===== config.mk =====
export PLATFORM = sky130hd
export DESIGN_NAME = card_select_ctrl
export DESIGN_NICKNAME = d
export VERILOG_FILES = /design/src/rtl/card_select_ctrl.sv
export SDC_FILE = /design/constraint.sdc
export NUM_CORES = 1
export LEC_CHECK = 0
export BUFFER_PORTS_ARGS = -buffer_cell sky130_fd_sc_hd__buf_2
export CORE_UTILIZATION = 50
export DETAILED_ROUTE_END_ITERATION = 10
export HOLD_SLACK_MARGIN = 0.15
export PLACE_DENSITY = 0.67
export SLEW_MARGIN = 25
export SYNTH_ARGS = -nofsm -noshare
export SYNTH_HDL_FRONTEND = slang
export SYNTH_SLANG_ARGS = --single-unit

===== constraint.sdc =====
create_clock -name clock -period 5.5 [get_ports clock]
set_clock_uncertainty 0.05 [all_clocks]
set_input_delay 0 -clock clock [delete_from_list [all_inputs] [get_ports clock]]
set_output_delay 0 -clock clock [all_outputs]
set_load 0.005 [all_outputs]

===== src/rtl/card_select_ctrl.sv =====
// rtl/card_select_ctrl.sv - player cursor and card-pair selection sequencer
//
// Purpose: turns button presses into cursor moves on the card grid and
// captures two selections. It issues a one-cycle compare request, then
// either locks the pair as matched or shows the pair for SHOW_CYCLES
// cycles before hiding it again.
//
// Ports:
//   clock, resetN         rising-edge clock, synchronous active-low reset
//   btnUp/Down/Left/Right synchronized direction button levels
//   btnA                  synchronized select button level
//   cmpDone, cmpMatch     comparator result pulse and match flag
//   cursor                linear cursor index, row*GRID_W+col
//   firstSel, secondSel   indices of the two selected cards
//   cmpReq                one-cycle compare request
//   faceUp, matched       per-card draw masks
//   busy                  high while a pair is being compared or shown
//   allMatched            high once the whole grid is matched
module card_select_ctrl #(
  parameter int GRID_W      = 6,
  parameter int GRID_H      = 6,
  parameter int SHOW_CYCLES = 25000000
) (
  input  logic        clock,
  input  logic        resetN,
  input  logic        btnUp,
  input  logic        btnDown,
  input  logic        btnLeft,
  input  logic        btnRight,
  input  logic        btnA,
  input  logic        cmpDone,
  input  logic        cmpMatch,
  output logic [5:0]  cursor,
  output logic [5:0]  firstSel,
  output logic [5:0]  secondSel,
  output logic        cmpReq,
  output logic [35:0] faceUp,
  output logic [35:0] matched,
  output logic        busy,
  output logic        allMatched
);

  localparam int NCARDS = GRID_W * GRID_H;
  localparam int CNT_W  = (SHOW_CYCLES > 1) ? $clog2(SHOW_CYCLES) : 1;

  // Bits beyond the populated grid count as already matched.
  localparam logic [35:0] VALID_MASK =
    (NCARDS >= 36) ? {36{1'b1}} : 36'((64'd1 << NCARDS) - 64'd1);

  localparam logic [5:0]       LAST_COL   = 6'(GRID_W - 1);
  localparam logic [5:0]       LAST_ROW   = 6'(GRID_H - 1);
  localparam logic [5:0]       ROW_STRIDE = 6'(GRID_W);
  localparam logic [CNT_W-1:0] SHOW_LOAD  = CNT_W'(SHOW_CYCLES - 1);

  typedef enum logic [2:0] {
    PICK1,
    PICK2,
    REQ,
    WAIT_RESULT,
    SHOW,
    DONE
  } state_t;

  state_t           state_q, state_d;
  logic [5:0]       row_q, row_d;
  logic [5:0]       col_q, col_d;
  logic [5:0]       cursor_q, cursor_d;
  logic [5:0]       first_sel_q, first_sel_d;
  logic [5:0]       second_sel_q, second_sel_d;
  logic             cmp_req_q, cmp_req_d;
  logic [35:0]      face_up_q, face_up_d;
  logic [35:0]      matched_q, matched_d;
  logic             busy_q, busy_d;
  logic             all_matched_q, all_matched_d;
  logic [CNT_W-1:0] cnt_q, cnt_d;
  // Order: up, down, left, right, A.
  logic [4:0]       btn_hist_q, btn_hist_d;
  logic [4:0]       btn_now;
  logic [4:0]       press;

  always_comb begin
    btn_now    = {btnUp, btnDown, btnLeft, btnRight, btnA};
    press      = btn_now & ~btn_hist_q;
    btn_hist_d = btn_now;

    state_d       = state_q;
    row_d         = row_q;
    col_d         = col_q;
    first_sel_d   = first_sel_q;
    second_sel_d  = second_sel_q;
    face_up_d     = face_up_q;
    matched_d     = matched_q;
    cnt_d         = cnt_q;

    // One move per cycle; vertical presses take priority over horizontal ones.
    if (state_q != DONE) begin
      if (press[4]) begin
        row_d = (row_q == 6'd0) ? LAST_ROW : row_q - 6'd1;
      end else if (press[3]) begin
        row_d = (row_q == LAST_ROW) ? 6'd0 : row_q + 6'd1;
      end else if (press[2]) begin
        col_d = (col_q == 6'd0) ? LAST_COL : col_q - 6'd1;
      end else if (press[1]) begin
        col_d = (col_q == LAST_COL) ? 6'd0 : col_q + 6'd1;
      end
    end

    // Selections use cursor_q, i.e. the position before any same-cycle move.
    case (state_q)
      PICK1: begin
        if (press[0] && !matched_q[cursor_q]) begin
          first_sel_d         = cursor_q;
          face_up_d[cursor_q] = 1'b1;
          state_d             = PICK2;
        end
      end
      PICK2: begin
        if (press[0] && (cursor_q != first_sel_q) && !matched_q[cursor_q]) begin
          second_sel_d        = cursor_q;
          face_up_d[cursor_q] = 1'b1;
          state_d             = REQ;
        end
      end
      REQ: begin
        state_d = WAIT_RESULT;
      end
      WAIT_RESULT: begin
        if (cmpDone) begin
          if (cmpMatch) begin
            matched_d[first_sel_q]  = 1'b1;
            matched_d[second_sel_q] = 1'b1;
            face_up_d[first_sel_q]  = 1'b1;
            face_up_d[second_sel_q] = 1'b1;
            state_d = (&(matched_d | ~VALID_MASK)) ? DONE : PICK1;
          end else begin
            cnt_d   = SHOW_LOAD;
            state_d = SHOW;
          end
        end
      end
      SHOW: begin
        if (cnt_q == '0) begin
          face_up_d[first_sel_q]  = 1'b0;
          face_up_d[second_sel_q] = 1'b0;
          state_d                 = PICK1;
        end else begin
          cnt_d = cnt_q - CNT_W'(1);
        end
      end
      DONE: begin
      end
      default: begin
        state_d = PICK1;
      end
    endcase

    cursor_d      = 6'(row_d * ROW_STRIDE + col_d);
    cmp_req_d     = (state_d == REQ);
    busy_d        = (state_d == REQ) || (state_d == WAIT_RESULT) || (state_d == SHOW);
    all_matched_d = (state_d == DONE);
  end

  always_ff @(posedge clock) begin
    if (!resetN) begin
      state_q       <= PICK1;
      row_q         <= 6'd0;
      col_q         <= 6'd0;
      cursor_q      <= 6'd0;
      first_sel_q   <= 6'd0;
      second_sel_q  <= 6'd0;
      cmp_req_q     <= 1'b0;
      face_up_q     <= 36'd0;
      matched_q     <= 36'd0;
      busy_q        <= 1'b0;
      all_matched_q <= 1'b0;
      cnt_q         <= '0;
      // Buttons held through reset must not register as presses.
      btn_hist_q    <= 5'b11111;
    end else begin
      state_q       <= state_d;
      row_q         <= row_d;
      col_q         <= col_d;
      cursor_q      <= cursor_d;
      first_sel_q   <= first_sel_d;
      second_sel_q  <= second_sel_d;
      cmp_req_q     <= cmp_req_d;
      face_up_q     <= face_up_d;
      matched_q     <= matched_d;
      busy_q        <= busy_d;
      all_matched_q <= all_matched_d;
      cnt_q         <= cnt_d;
      btn_hist_q    <= btn_hist_d;
    end
  end

  assign cursor     = cursor_q;
  assign firstSel   = first_sel_q;
  assign secondSel  = second_sel_q;
  assign cmpReq     = cmp_req_q;
  assign faceUp     = face_up_q;
  assign matched    = matched_q;
  assign busy       = busy_q;
  assign allMatched = all_matched_q;

endmodule


**Word-level counts from Yosys, hierarchy flattened**

Cells that the tools add are included.

- Bits in registers: 138
- Input port bits: 9
- Output and inout bits: 93
- Word-level logic and storage cells: 115

- $add $sub $neg: 6
- Multiply operators: 1
- Order comparisons: 6
- Eq/ne operators: 20
- Multiplexer cells: 37
- Bitwise gates (word level): 11
- Reduce and logical (&&, ||, !) cells: 21

Operators by type and width:

| operator | count |
|---|---|
| two-way mux 36 bit | 5 |
| bitwise OR 36 bit | 5 |
| one-hot mux 36 bit (4 select lines) | 1 |
| two-way mux 25 bit | 3 |
| AND 36 bit | 2 |
| two-way mux 6 bit | 12 |
| inverter 36 bit | 2 |
| one-hot mux 25 bit (2 select lines) | 1 |
| AND reduction 36 bit | 1 |
| zero test 25 bit | 1 |
| subtractor 25 x 1 -> 25 bit (second input constant) | 1 |
| < comparator 6 x 7 -> 1 bit (second input constant) | 3 |
| demux 1 bit (select 6 bit) | 3 |
| greater-or-equal comparator 6 x 1 -> 1 bit (second input constant) | 3 |
| two-way mux 3 bit | 6 |
| one-hot mux 3 bit (6 select lines) | 1 |
| inequality test 2 bit (second input constant) | 7 |
| adder 6 x 1 -> 6 bit (second input constant) | 2 |
| equality test 3 x 2 -> 1 bit (second input constant) | 4 |
| equality test 3 bit (second input constant) | 4 |
| equality test 6 x 3 -> 1 bit (second input constant) | 2 |
| zero test 6 bit | 2 |
| subtractor 6 x 1 -> 6 bit (second input constant) | 2 |
| adder 6 bit | 1 |
| other kinds (18) | 28 |

**Depth between registers and ports, before layout**

- Depth after elaboration: 14
- Mapped depth: 18
- Mapped depth without buffers: 17

**Least setup slack after synthesis**

Ideal clock, no wire load.

- Path type: reg2reg
- Start: reg state_q[0]
- End: reg cursor_q[5], in the netlist cursor[5]
- Library setup time: 0.128 ns
- Data arrival time: 3.121 ns
- Required time: 5.322 ns
- Path slack: 2.202 ns
- Stages on the path, launching flop included: 17
- Path buffers: 1
- Clock period less this slack: 3.298 ns
- Cells stage by stage: dfxtp_1 > clkbuf_1 > nand3b_1 > o21ai_0 > o21ai_0 > o21ai_0 > ha_1 > inv_1 > fa_1 > inv_1 > ha_1 > a21o_1 > a21oi_1 > xor2_1 > xnor2_1 > xnor2_1 > nor2_1

- Word-level cells in the longest chain between the ends: 4
- Elaborated cells on any way between the ends: 5
- Those cells by class: 1 x add/sub; 1 x mul; 1 x eq/ne; 2 x mux

RTL lines:

| item | RTL line | text |
|---|---|---|
| start: declaration | 64 | `state_t state_q, state_d;` |
| start signal: assignment | 180 | `state_q <= state_d;` |
| inequality test 3 bit | 96 | `if (state_q != DONE) begin` |
| two-way mux 6 bit | 96 |  |
| named net row_d[0] | 65 | `logic [5:0] row_q, row_d;` |
| multiplier 6 x 2 -> 5 bit | 157 | `cursor_d = 6'(row_d * ROW_STRIDE + col_d);` |
| adder 6 bit | 157 |  |
| end signal: assignment | 183 | `cursor_q <= cursor_d;` |
| end: declaration | 67 | `logic [5:0] cursor_q, cursor_d;` |

The timed path passes the listed nets, and every way through them passes these cells.
A chain may end at the register's enable or synchronous reset.

**Worst setup path in the final report**

Same ends and word-level chain as after synthesis.

==> reports/summary.txt <==
======================================================================================
Worst Setup EP                                                               cursor[5]
Unrepaired setup endpoints after global routing                                  false
HP Class                                                                  input port to register
Hold Violations, Final                                                               0
Nature of the critical path endpoint                                          register
Share of final-layout standard cells stronger than drive strength 1              0.151
Die Span Y                                                                      131 um
Vias in the first global route                                                   7,401
Power share of the combinational group                                           0.127
Most frequent standard cell in the layout excluding fill and tap cells    sky130_fd_sc_hd__nor2_1
Antenna Nets Post-Route                                                              0
DRT Pass-1 Iters                                                                     9
Clock tree root driver cell                                               sky130_fd_sc_hd__clkbuf_16
Number of nets in the synthesized netlist                                        1,066
Kind of start point of the critical path                                      register
Crit path kind                                                            register to register
Synthesized area per cell                                                     7.97 um2
Fill cell total of the finished layout                                           1,517
Width of the die                                                                131 um
Static leakage power                                                           3.73 nW
Length in cells of the worst reg-to-reg path                                        15
P per Cell Area                                                             265 nW/um2
Layout area overhead                                                             13.8%
Final total power                                                              2.50 mW
First-pass GRT wire length                                                   40,000 um
Count of clock tree sinks                                                          137
Worst slack, placed                                                            1.86 ns
Critical path required time                                                    5.73 ns
I/O pins                                                                           102
Clock share of power                                                             0.455
EDFF count, synth                                                                    0
Number of warnings reported in the yosys synthesis log                               0
Overall routed net length                                                    25,700 um
Number of antenna diodes                                                             0
Starting density of the core                                                     0.516
Vias after detailed routing                                                      8,175
Final-layout setup total negative slack                                           0 ns
Max Transition Viols Final                                                           0
Worst path setup slack after routing                                           1.79 ns
Weighted congestion reported at the end of routability-driven placement          0.973
Fraction of registers with async set/reset                                           0
Buffers on Ports                                                                   101
Crit path launch                                                            state_q[0]
Number of antenna violations at the first check in global routing                    0
Number of different library cells in the post-synthesis netlist                     72
Gr usage total                                                                   0.307
Sequential share of power                                                        0.418
Tmin final                                                                     3.71 ns
Top library cells by usage in the layout, fill and taps aside             sky130_fd_sc_hd__nor2_1 (145), sky130_fd_sc_hd__dfxtp_1 (137), sky130_fd_sc_hd__buf_2 (101)
Area of the mapped netlist                                                    8290 um2
TritonCTS clock tree                                                              done
Floorplan Core Area                                                         16,100 um2
Largest net degree at the start of global routing                                   88
Data arrival time of the critical path                                         3.95 ns
Cell-internal power                                                            1.81 mW
Area of the die                                                             17,100 um2
Worst-skew pair later-pin latency                                              0.43 ns
Number of synthesized register bits                                                137
Fin nets                                                                         1,115
Starting DRT DRC Count                                                             754
Outcome                                                                   finished, final reports clean
Half-perimeter wire length after placement                                   17,800 um
Worst slew pin tran                                                            1.08 ns
Count of mapped cells out of synthesis                                           1,040
Beginning of the worst register-to-register path                            state_q[0]
Switching Share                                                                  0.275
Maximum net fanout on the critical path                                             12
Headroom to the max-slew limit                                                   0.276
Avg WL per Cell                                                                19.5 um
Count of non-filler cells in the finished layout                                 1,317
Period Utilization, post-route                                                   0.675
Total placed cells including tap cells                                           1,279
Setup slack on the worst flop-to-flop path                                     1.79 ns
Highest attainable clock frequency                                             269 MHz
DRC violations left                                                                  0
Final setup violation count                                                          0
Clock slew at reported path FFs                                                0.06 ns
Net switching power                                                           0.687 mW
Overall overflow remaining after global route                                        0
Number of H-tree branching levels                                                    4
Peak supply drop                                                                209 uV
Top_reg_cell synth                                                        sky130_fd_sc_hd__dfxtp_1
Drt via density                                                                   6.21
Num CTS Buffers                                                                     17
Proportion of synthesized chip area in sequential cells                          0.331
End of the worst register-to-register path                                   cursor[5]
Placement row count                                                                 46
Number of maximum-capacitance violations                                             0
Number of buffers on the longest clock path                                          2
======================================================================================
## cell type report
type / count / area (um2) / share of cell area
Clock buffer: 20 / 457 / 0.0484
Clock inverter: 11 / 124 / 0.0131
Tap cell: 216 / 270 / 0.0286
Sequential cell: 137 / 2740 / 0.291
Timing Repair Buffer: 119 / 658 / 0.0697
Inverter: 35 / 131 / 0.0139
Multi-Input combinational cell: 779 / 5050 / 0.536
## power groups by stage
stage	registers [mW]	logic (mW)	clock network [mW]
after floorplan	1.04	0.237	0
after global placement	1.06	0.304	0
after detailed placement	1.06	0.306	0
after CTS	1.04	0.313	1.15
after global routing	1.05	0.344	1.19
final	1.04	0.317	1.14
## kinds of logic (layout without fill, tap and decap cells)
group	Yosys count	in the layout	synth area share
mux	64	64	0.0791
flops	137	137	0.331
buf+inv	124	185	0.0648
compound gates	259	259	0.219
fa+ha+maj	17	17	0.0275
simple gates	406	406	0.244
xor+xnor	33	33	0.0349
## worst min-delay path by stage
| stage | from | end | cells past startpoint |
|---|---|---|---|
| 2_1_floorplan | btnA | btn_hist_q[0] | 2 |
| 3_3_place_gp | btnRight | btn_hist_q[1] | 2 |
| 3_5_place_dp | btnRight | btn_hist_q[1] | 2 |
| 4_1_cts | resetN | btn_hist_q[3] | 3 |
| 5_1_grt | resetN | btn_hist_q[0] | 3 |
| 6_report | resetN | btn_hist_q[3] | 3 |
## metal layers
| metal | vias up | share of wire | global-route usage |
|---|---|---|---|
| met2 | 394 | 0.46 | 0.486 |
| met3 | 85 | 0.071 | 0.0529 |
| li1 | 3871 | - | - |
| met4 | 0 | 0.047 | 0.178 |
| met5 | - | 0 | 0 |
| met1 | 3825 | 0.43 | 0.394 |
## metrics by stage
step | cell area, um2 | hold slack (ns) | util
floorplan | 8290 | 0.0433 | -
global placement | 8740 | 0.149 | 0.544
detailed placement | 8780 | 0.149 | 0.547
CTS | 9430 | 0.190 | 0.587
global route | 9440 | 0.243 | 0.588
finish | 9440 | 0.173 | 0.588
## cells in the mapped netlist, types with 4 or more instances
cell type | instances | area share
sky130_fd_sc_hd__o221ai_1 | 21 | 0.022
sky130_fd_sc_hd__a211oi_1 | 6 | 0.0054
sky130_fd_sc_hd__nor3b_1 | 5 | 0.0045
sky130_fd_sc_hd__nor4bb_1 | 5 | 0.0060
sky130_fd_sc_hd__mux2i_1 | 61 | 0.074
sky130_fd_sc_hd__nor4_1 | 11 | 0.0083
sky130_fd_sc_hd__a21o_1 | 4 | 0.0036
sky130_fd_sc_hd__o211ai_1 | 7 | 0.0063
sky130_fd_sc_hd__nand2b_1 | 14 | 0.011
sky130_fd_sc_hd__clkbuf_1 | 67 | 0.030
sky130_fd_sc_hd__a22o_1 | 16 | 0.017
sky130_fd_sc_hd__dfxtp_1 | 137 | 0.33
sky130_fd_sc_hd__and3_1 | 9 | 0.0068
sky130_fd_sc_hd__inv_1 | 34 | 0.015
sky130_fd_sc_hd__and2_1 | 11 | 0.0083
sky130_fd_sc_hd__or3_1 | 9 | 0.0068
sky130_fd_sc_hd__a221oi_1 | 24 | 0.025
sky130_fd_sc_hd__a221o_1 | 4 | 0.0048
sky130_fd_sc_hd__nor2_1 | 145 | 0.066
sky130_fd_sc_hd__o21ai_0 | 57 | 0.034
sky130_fd_sc_hd__nand3_1 | 23 | 0.014
sky130_fd_sc_hd__or2_2 | 4 | 0.0030
sky130_fd_sc_hd__buf_1 | 5 | 0.0023
sky130_fd_sc_hd__nor4b_1 | 6 | 0.0063
sky130_fd_sc_hd__buf_2 | 8 | 0.0048
sky130_fd_sc_hd__nand4_1 | 4 | 0.0030
sky130_fd_sc_hd__buf_6 | 6 | 0.0082
sky130_fd_sc_hd__o22ai_1 | 7 | 0.0053
sky130_fd_sc_hd__xnor2_1 | 22 | 0.023
sky130_fd_sc_hd__a2111oi_0 | 8 | 0.0085
sky130_fd_sc_hd__ha_1 | 15 | 0.023
sky130_fd_sc_hd__a22oi_1 | 27 | 0.024
sky130_fd_sc_hd__a21boi_0 | 11 | 0.010
sky130_fd_sc_hd__nor2b_1 | 12 | 0.0091
sky130_fd_sc_hd__nand2_1 | 95 | 0.043
sky130_fd_sc_hd__a31oi_1 | 7 | 0.0053
sky130_fd_sc_hd__nor3_1 | 25 | 0.015
sky130_fd_sc_hd__xor2_1 | 11 | 0.012
sky130_fd_sc_hd__nand3b_1 | 8 | 0.0072
sky130_fd_sc_hd__a21oi_1 | 38 | 0.023
## timing repair
action / CTS / global route
gates resized for setup: 0 / 0
hold buffers: 7 / 0
hold endpoints to repair: 13 / 0
buffers inserted: 0 / 0
## registers in the layout, indices dropped and copies added (netlist names), 5 cells and up
name	count
secondSel	6
btn_hist_q	5
row_q	6
cursor	5
matched	36
col_q	6
faceUp	36
cnt_q	25
firstSel	6
## critical path: stages, from the launching register on
cell and delay (ns):
sky130_fd_sc_hd__dfxtp_1 0.58, sky130_fd_sc_hd__nand3b_1 0.35, sky130_fd_sc_hd__o21ai_0 0.27, sky130_fd_sc_hd__o21ai_0 0.16
sky130_fd_sc_hd__o21ai_0 0.17, sky130_fd_sc_hd__ha_1 0.24, sky130_fd_sc_hd__inv_1 0.06, sky130_fd_sc_hd__fa_1 0.47
sky130_fd_sc_hd__inv_1 0.04, sky130_fd_sc_hd__ha_1 0.31, sky130_fd_sc_hd__a21o_1 0.17, sky130_fd_sc_hd__a21oi_1 0.17
sky130_fd_sc_hd__xor2_1 0.20, sky130_fd_sc_hd__xnor2_1 0.16, sky130_fd_sc_hd__xnor2_1 0.13, sky130_fd_sc_hd__nor2_1 0.05
No activity file was read; power rests on OpenSTA's default activity.
